$ cat src/rtl/fetch_aligner.sv
// fetch_aligner
//   Sits between the I-cache port and the RV32IC instruction-fetch stage.
//   Reads word-aligned 32-bit lines, splits them into a halfword queue and
//   presents one whole instruction (16-bit or 32-bit, possibly straddling a
//   word boundary) per cycle together with its PC. Handles halfword-aligned
//   branch redirects, including redirects while a cache access is stalled.
//
// Parameters
//   RESET_PC  fetch PC after reset (bit0 must be 0)
//   HW_DEPTH  halfword queue depth (even, >= 4)
//
// Ports
//   clk, rst        rising-edge clock, asynchronous active-high reset
//   redirect        flush queue and restart fetch at redirect_pc
//   redirect_pc     new PC, halfword aligned (bit0 ignored)
//   consume         IF stage takes the current instruction
//   out_valid       out_inst/out_pc/out_is16 hold a complete instruction
//   out_pc          PC of out_inst
//   out_inst        {16'h0,hw0} for compressed, {hw1,hw0} for 32-bit
//   out_is16        instruction is compressed (hw0[1:0] != 2'b11)
//   ic_ren/ic_addr  registered I-cache request (word address PC[31:2])
//   ic_rdata        I-cache data, valid when ic_ren && !ic_stall
//   ic_stall        I-cache busy; request is held while high
//
// Configuration
//   BYTE_SWAP_EN    when defined, ic_rdata is byte-reversed before the
//                   halfword split (big-endian cache image).

module fetch_aligner #(
  parameter logic [31:0] RESET_PC = 32'h0000_0000,
  parameter int          HW_DEPTH = 4
) (
  input  logic        clk,
  input  logic        rst,
  input  logic        redirect,
  input  logic [31:0] redirect_pc,
  input  logic        consume,
  output logic        out_valid,
  output logic [31:0] out_pc,
  output logic [31:0] out_inst,
  output logic        out_is16,
  output logic        ic_ren,
  output logic [29:0] ic_addr,
  input  logic [31:0] ic_rdata,
  input  logic        ic_stall
);

  localparam int CW = $clog2(HW_DEPTH + 1);
  localparam int QW = HW_DEPTH * 16;

  typedef enum logic {ST_RUN, ST_FLUSH} state_t;

  state_t                    r_state;
  logic [HW_DEPTH-1:0][15:0] r_q;        // slot 0 is the queue head
  logic [CW-1:0]             r_count;
  logic [31:0]               r_out_pc;
  logic [31:0]               r_fetch_pc;
  logic                      r_skip_lo;
  logic                      r_ic_ren;
  logic [29:0]               r_ic_addr;

  logic [31:0]               w_rdata;
  logic [15:0]               w_hw0, w_hw1, w_first;
  logic                      w_is16, w_valid, w_pop, w_accept, w_inflight, w_req;
  logic [1:0]                w_pop_n, w_push_n;
  logic [CW-1:0]             w_wp, w_cnt_nxt;
  logic [HW_DEPTH-1:0][15:0] w_sh, w_q_nxt;
  logic [QW-1:0]             w_ins, w_msk;
  logic [31:0]               w_fetch_nxt;

`ifdef BYTE_SWAP_EN
  assign w_rdata = {ic_rdata[7:0], ic_rdata[15:8], ic_rdata[23:16], ic_rdata[31:24]};
`else
  assign w_rdata = ic_rdata;
`endif

  // Instruction decode straight off the registered queue head
  assign w_hw0   = r_q[0];
  assign w_hw1   = r_q[1];
  assign w_is16  = (w_hw0[1:0] != 2'b11);
  assign w_valid = ((r_count >= CW'(1)) && w_is16) || (r_count >= CW'(2));

  assign out_valid = w_valid;
  assign out_pc    = r_out_pc;
  assign out_is16  = w_is16;
  assign out_inst  = w_is16 ? {16'h0, w_hw0} : {w_hw1, w_hw0};
  assign ic_ren    = r_ic_ren;
  assign ic_addr   = r_ic_addr;

  // A stalled request must not move; a redirect then has to wait it out
  assign w_inflight = r_ic_ren && ic_stall;
  assign w_accept   = r_ic_ren && !ic_stall && (r_state == ST_RUN) && !redirect;
  assign w_pop      = w_valid && consume && !redirect;
  assign w_pop_n    = !w_pop ? 2'd0 : (w_is16 ? 2'd1 : 2'd2);
  assign w_push_n   = !w_accept ? 2'd0 : (r_skip_lo ? 2'd1 : 2'd2);

  // Write pointer is the post-pop fill level, so push and pop can coexist
  assign w_wp      = r_count - CW'(w_pop_n);
  assign w_cnt_nxt = w_wp + CW'(w_push_n);
  assign w_first   = r_skip_lo ? w_rdata[31:16] : w_rdata[15:0];

  // Requesting only with two free slots guarantees a returned word always fits
  assign w_req       = (w_cnt_nxt <= CW'(HW_DEPTH - 2));
  assign w_fetch_nxt = w_accept ? r_fetch_pc + 32'd4 : r_fetch_pc;

  always_comb begin
    case (w_pop_n)
      2'd1:    w_sh = {16'h0, r_q[HW_DEPTH-1:1]};
      2'd2:    w_sh = {32'h0, r_q[HW_DEPTH-1:2]};
      default: w_sh = r_q;
    endcase
    // After a skipped low half only one halfword lands, at the write pointer
    w_ins = QW'({w_rdata[31:16], w_first}) << {w_wp, 4'd0};
    w_msk = '0;
    if (w_accept)
      w_msk = QW'({(r_skip_lo ? 16'h0000 : 16'hFFFF), 16'hFFFF}) << {w_wp, 4'd0};
    w_q_nxt = (w_sh & ~w_msk) | (w_ins & w_msk);
  end

  always_ff @(posedge clk or posedge rst) begin
    if (rst) begin
      r_state    <= ST_RUN;
      r_q        <= '0;
      r_count    <= '0;
      r_out_pc   <= RESET_PC;
      r_fetch_pc <= RESET_PC & ~32'd3;
      r_skip_lo  <= RESET_PC[1];
      r_ic_ren   <= 1'b0;
      r_ic_addr  <= RESET_PC[31:2];
    end else if (redirect) begin
      r_q        <= '0;
      r_count    <= '0;
      r_out_pc   <= redirect_pc & ~32'd1;
      r_fetch_pc <= redirect_pc & ~32'd3;
      r_skip_lo  <= redirect_pc[1];
      if (w_inflight) begin
        // Old request stays on the bus; its data is dropped when it completes
        r_state <= ST_FLUSH;
      end else begin
        r_state   <= ST_RUN;
        r_ic_ren  <= 1'b1;
        r_ic_addr <= redirect_pc[31:2];
      end
    end else if (r_state == ST_FLUSH) begin
      // Stale word returns this cycle and is ignored; re-arm at the new target
      if (!ic_stall) begin
        r_state   <= ST_RUN;
        r_ic_ren  <= 1'b1;
        r_ic_addr <= r_fetch_pc[31:2];
      end
    end else begin
      r_q        <= w_q_nxt;
      r_count    <= w_cnt_nxt;
      r_fetch_pc <= w_fetch_nxt;
      if (w_accept)
        r_skip_lo <= 1'b0;
      if (w_pop)
        r_out_pc <= r_out_pc + (w_is16 ? 32'd2 : 32'd4);
      if (!w_inflight) begin
        r_ic_ren  <= w_req;
        r_ic_addr <= w_fetch_nxt[31:2];
      end
    end
  end

endmodule

$ cat config.mk
export PLATFORM = sky130hd
export DESIGN_NAME = fetch_aligner
export DESIGN_NICKNAME = d
export VERILOG_FILES = /design/src/rtl/fetch_aligner.sv
export SDC_FILE = /design/constraint.sdc
export NUM_CORES = 1
export LEC_CHECK = 0
export BUFFER_PORTS_ARGS = -buffer_cell sky130_fd_sc_hd__buf_2
export CORE_MARGIN = 4
export CORE_UTILIZATION = 35
export CTS_CLUSTER_SIZE = 25
export DETAILED_ROUTE_END_ITERATION = 12
export GPL_TIMING_DRIVEN = 0
export PLACE_DENSITY = 0.62
export SLEW_MARGIN = 20
export SYNTH_ARGS = -nofsm -noshare
export SYNTH_HDL_FRONTEND = slang
export SYNTH_SLANG_ARGS = --single-unit
$ cat constraint.sdc
create_clock -name clk -period 6 [get_ports clk]
set_input_delay 1.2 -clock clk [delete_from_list [all_inputs] [get_ports clk]]
set_output_delay 1.2 -clock clk [all_outputs]
set_load 0.05 [all_outputs]
Yosys cells after proc, flatten, opt, wreduce, memory -nomap -nowiden
Cells that the tools add are included.
Word-level totals
  input bits: 69
  register bits: 164
  output and inout port bits: 97
  word-level logic and storage cells: 85
Operators by class
  add/subtract/negate cells: 4
  equality and inequality tests: 7
  shift-type cells: 2
  muxes and demuxes: 37
  magnitude comparators: 3
  bitwise gates (word level): 5
  reduce and logical (&&, ||, !) cells: 15
Operators with widths (number)
  $mux W32: 7
  $mux W64: 3
  $mux W30: 5
  $and A64 B64 Y64: 2
  $pmux W64 S2: 1
  $shl A32 B7 Y64: 2
  $not A64 Y64: 1
  $or A64 B64 Y64: 1
  $add A32 B3 Y32: 1
  $add A32 B3 Y32 const B: 1
  $mux W16: 2
  $mux W1: 12
  $mux W3: 3
  $mux W2: 4
  $ne A2 B2 Y1 const B: 4
  $logic_and A1 B1 Y1: 7
  $reduce_and A2 Y1: 2
  $reduce_bool A2 Y1: 2
  $add A3 B2 Y3: 1
  $ge A3 B1 Y1 const B: 1
  $ge A3 B2 Y1 const B: 1
  $le A3 B2 Y1 const B: 1
  $ne A3 B3 Y1 const B: 1
  $reduce_and A3 Y1: 1
  other kinds (6): 7

Logic depth before layout (Yosys ltp)
  depth in word-level cells: 14
  gate-level depth with buffers: 15
  gate-level depth less buffers: 12

Least setup slack after synthesis
Ideal clock, no wire load.
  path kind: input port to flip-flop
  from: input redirect
  to: register r_count[2]
  arrival: 4597 ps
  stages: 14
  path buffers: 3
  path slack: 1325 ps
  data required time: 5922 ps
  setup time: 78 ps
  cell sequence: clkbuf_1 -> inv_2 -> nand2_1 -> nor3_1 -> clkbuf_1 -> ha_1 -> inv_2 -> buf_1 -> ha_1 -> inv_1 -> fa_1 -> xor2_1 -> or3_1 -> a21oi_1
On the way
  word-level cells in the longest chain between the ends: 7
Ends and longest elaborated chain
  start, declared: RTL line 35  | input logic redirect,
  $logic_not A1 Y1: RTL line 92, 93
  $logic_and A1 B1 Y1: RTL line 93  | assign w_pop = w_valid && consume && !redirect;
  $mux W2: RTL line 94  | assign w_pop_n = !w_pop ? 2'd0 : (w_is16 ? 2'd1 : 2'd2);
  $sub A3 B2 Y3: RTL line 98  | assign w_wp = r_count - CW'(w_pop_n);
  $add A3 B2 Y3: RTL line 99  | assign w_cnt_nxt = w_wp + CW'(w_push_n);
  $mux W3: RTL line 144  | end else if (r_state == ST_FLUSH) begin
  $mux W3: RTL line 130  | end else if (redirect) begin
  end signal, assigned: RTL line 153  | r_count <= w_cnt_nxt;
  end, declared: RTL line 55  | logic [CW-1:0] r_count;
Parallel ways exist; a longest one is shown, timed or not. The select of a mux whose other input is x is not followed.
A chain may end at the register's enable or synchronous reset.

Worst setup path after layout
  from: input redirect
  to: register r_q[51] (netlist name)
On the way
  word-level cells in the longest chain between the ends: 11
Ends and longest elaborated chain
  $logic_not A1 Y1: RTL line 92, 93
  $logic_and A1 B1 Y1: RTL line 93
  $mux W2: RTL line 94
  $sub A3 B2 Y3: RTL line 98
  $shl A32 B7 Y64: RTL line 116  | w_msk = QW'({(r_skip_lo ? 16'h0000 : 16'hFFFF), 16'hFFFF}) << {w_wp, 4'd0};
  $mux W64: RTL line 115  | if (w_accept)
  $not A64 Y64: RTL line 117  | w_q_nxt = (w_sh & ~w_msk) | (w_ins & w_msk);
  $and A64 B64 Y64: RTL line 117
  $or A64 B64 Y64: RTL line 117
  $mux W64: RTL line 144
  $mux W64: RTL line 130
  end signal, assigned: RTL line 152  | r_q <= w_q_nxt;
  end, declared: RTL line 54  | logic [HW_DEPTH-1:0][15:0] r_q;
Parallel ways exist; a longest one is shown, timed or not. The select of a mux whose other input is x is not followed.

==> impl_metrics.env <==
export IMPL_slowest_delay_ns=0.58
export IMPL_final_hold_violation_count=0
export IMPL_powerDensity_nw_per_um2=325
export IMPL_max_freq_mhz=175
export IMPL_outcome="complete, no violations"
export IMPL_grt_max_degree=90
export IMPL_routed_wirelength_um=32200
export IMPL_clkTransAtPathRegs_ns=0.07
export IMPL_first_iter_violations=916
export IMPL_max_clock_path_buffers=2
export IMPL_fin_ws_ns=0.286
export IMPL_synth_top_family_by_area="compound AO/OA/AOI/OAI gates"
export IMPL_slew_violations=0
export IMPL_layout_drive_gt1_share_pct=22.0
export IMPL_final_cells=1536
export IMPL_fin_setup_tns_ns=0
export IMPL_end_kind="flip-flop"
export IMPL_ioPinCount=166
export IMPL_max_vdd_ir_drop_v=0.000191
export IMPL_slew_headroom_pct=18.3
export IMPL_yosys_area_share_adder_pct=1.32
export IMPL_ys_seq_elements=161
export IMPL_crit_arrival_ns=6.06
export IMPL_start_util_pct=35.5
export IMPL_crit_required_ns=6.35
export IMPL_synth_cells=1006
export IMPL_clock_latency_ns=0.44
export IMPL_htreeDepth=4
export IMPL_post_place_cells=1504
export IMPL_port_buffers=162
export IMPL_critPathMaxFanout=10
export IMPL_grt_pass1_vias=8421
export IMPL_yosys_top_cells_count="dfrtp_1, nand2_1, nor2_1, o21ai_0, a21oi_1"
export IMPL_maxCapViolCount=0
export IMPL_yosys_area_share_simple_pct=19.1
export IMPL_num_rows=59
export IMPL_async_flop_share_pct=100
export IMPL_core_area_sq_um=26100
export IMPL_dieHeight_um=171
export IMPL_cts_buffers=17
export IMPL_synth_flop_cell="dfrtp_1"
export IMPL_cts_tree="done"
export IMPL_fin_nets=1265
export IMPL_antennaDiodeCount=0
export IMPL_worstPathCellList="buf_2 -> clkbuf_1 -> inv_2 -> nand2_1 -> nor3_2 -> clkbuf_1 -> ha_1 -> fa_1 -> clkbuf_1 -> nand4b_1 -> a21oi_1 -> nor2_1 -> clkbuf_1 -> o2bb2ai_1"
export IMPL_synth_top_area_share_pct=43.5
export IMPL_path_buf_inv=6
export IMPL_dr_pass1_iters=5
export IMPL_worstMarginPinSlew_ns=1.22
export IMPL_fin_crit_ns=5.71
export IMPL_synthDistinctLibCells=65
export IMPL_crit_family="buffers and inverters"
export IMPL_synth_compound_area_share_pct=20.9
export IMPL_n_fill_cell=2591
export IMPL_overflow=0
export IMPL_pre_cts_ws_ns=-0.604
export IMPL_area_growth_pct=20.7
export IMPL_routed_via_density=5.80
export IMPL_root_buffer="clkbuf_16"
export IMPL_dieArea_sq_um=29100
export IMPL_path_class="input port to flip-flop"
export IMPL_setup_viol=0
export IMPL_grt_setup_unrepaired="no"
export IMPL_synth_area_sq_um=9260
export IMPL_hpwl_um=22700
export IMPL_start_kind="input port"
export IMPL_die_w_um=171
export IMPL_postRouteAntennaNets=0
export IMPL_yosysMostFrequentCell="dfrtp_1"
export IMPL_crit_slowest_cell="nor2_1"
export IMPL_synthTopCellsByArea="dfrtp_1, nand2_1, o21ai_0"
export IMPL_synthMuxAreaShare_pct=5.77
export IMPL_seq_area_frac_synth_pct=43.5
export IMPL_crit_top_cell="clkbuf_1"
export IMPL_period_share_pct=95.2
export IMPL_track_usage_pct=21.6
export IMPL_fin_skew_ns=0.0176
export IMPL_synth_nets=1083
export IMPL_num_vias=8916
export IMPL_leakage_nw=4.71
export IMPL_synthXorXnorAreaFrac_pct=4.16
export IMPL_antenna_found_initial=1
export IMPL_gp_congestion=0.894
export IMPL_ys_warnings_count=0
export IMPL_synth_edf_count=0
export IMPL_yosysTopAreaCell="dfrtp_1"
export IMPL_grt_pass1_wl_um=49000
export IMPL_synth_area_per_cell_sq_um=9.20
export IMPL_drc=0
export IMPL_hold_path_class="flip-flop to flip-flop"
export IMPL_wl_per_cell_um=21.0
export IMPL_cts_sinks=161
export IMPL_hold_ws_ns=0.476
-- final cells by class --
class	instances	area (sq um)	area share [%]
Inverter	24	97.6	0.873
Sequential cell	161	4030	36.1
Buffer	80	387	3.46
Tap cell	335	419	3.75
Multi-Input combinational cell	741	4770	42.7
Clock inverter	14	189	1.69
Clock buffer	18	439	3.93
Timing Repair Buffer	163	838	7.50
-- flip-flops by register name, summed over array words and instances, names as in the netlist, 3 cells and up --
signal      cells
w_hw0          16
out_pc         31
ic_addr        30
r_count         3
w_hw1          16
r_q            32
r_fetch_pc     30
-- report_power, final --
| group | leakage, nW | switching [mW] | total, mW | internal [mW] |
|---|---|---|---|---|
| Combinational | 2.42 | 0.759 | 1.08 | 0.325 |
| Clock | 0.308 | 0.509 | 1.19 | 0.683 |
| Sequential | 1.98 | 0.132 | 1.35 | 1.22 |
-- metal layers --
| layer | share of wire, % | GRT usage (%) | vias up |
|---|---|---|---|
| li1 | - | - | 4041 |
| met1 | 43 | 29.4 | 4409 |
| met2 | 47 | 34.8 | 429 |
| met3 | 8.3 | 4.71 | 35 |
| met4 | 1.9 | 6.32 | 2 |
| met5 | 0.040 | 0 | - |
-- logic make-up (layout without fill, tap and decap cells) --
logic type	Yosys count	after routing
simple gates	351	351
compound gates	287	287
flops	161	161
buf+inv	104	299
mux	50	50
xor+xnor	44	44
fa+ha+maj	8	8
other cells	1	1
-- stage by stage --
stage	util, %	instance area, sq um	power [mW]
CTS	42.9	11200	3.63
detailed placement	40.4	10500	2.44
finish	42.9	11200	3.63
global route	42.9	11200	3.77
floorplan	-	9260	2.11
global placement	40.2	10500	2.42
-- worst min-delay path, delay by kind of cell (launching register included) --
kind               cells  cell delay (ns)
and+or+nand+nor        1             0.05
DFF                    1             0.34
AOI/OAI and AO/OA      1             0.05
-- cell usage in the layout (no fill, tap or decap), types with 19 or more instances in the layout --
| cell | count |
|---|---|
| buf_2 | 162 |
| xnor2_1 | 25 |
| xor2_1 | 19 |
| o21ai_0 | 73 |
| a21oi_1 | 65 |
| a221oi_1 | 32 |
| clkbuf_1 | 55 |
| nor2_1 | 74 |
| dfrtp_1 | 161 |
| inv_1 | 21 |
| nand3_1 | 46 |
| mux2_2 | 27 |
| mux2i_1 | 23 |
| and3_1 | 26 |
| nand2_1 | 116 |
-- timing repair --
item | 4_1_cts | 5_1_grt
setup buffers | 0 | 0
resized for setup | 1 | 1
hold endpoints to repair | 0 | 0
hold buffers | 0 | 0
endpoints found under the setup margin | 10 | 10
-- path summary, 6_finish.rpt --
path / cells after the start / startpoint / slack (ns) / to
max reg2reg: 12 / w_hw0[0]$_DFFE_PP0P_ / 1.11 / r_q[51]$_DFFE_PP0P_
max: 14 / redirect / 0.29 / r_q[51]$_DFFE_PP0P_
max in group asynchronous: 3 / rst / 4.34 / out_pc[29]$_DFFE_PP0P_
min in group asynchronous: 2 / rst / 0.84 / w_hw0[2]$_DFFE_PP0P_
min: 2 / ic_addr[10]$_DFFE_PP0P_ / 0.48 / ic_addr[10]$_DFFE_PP0P_
min reg2reg: 2 / ic_addr[10]$_DFFE_PP0P_ / 0.48 / ic_addr[10]$_DFFE_PP0P_
Note: power is estimated with default switching activity, not from simulation.
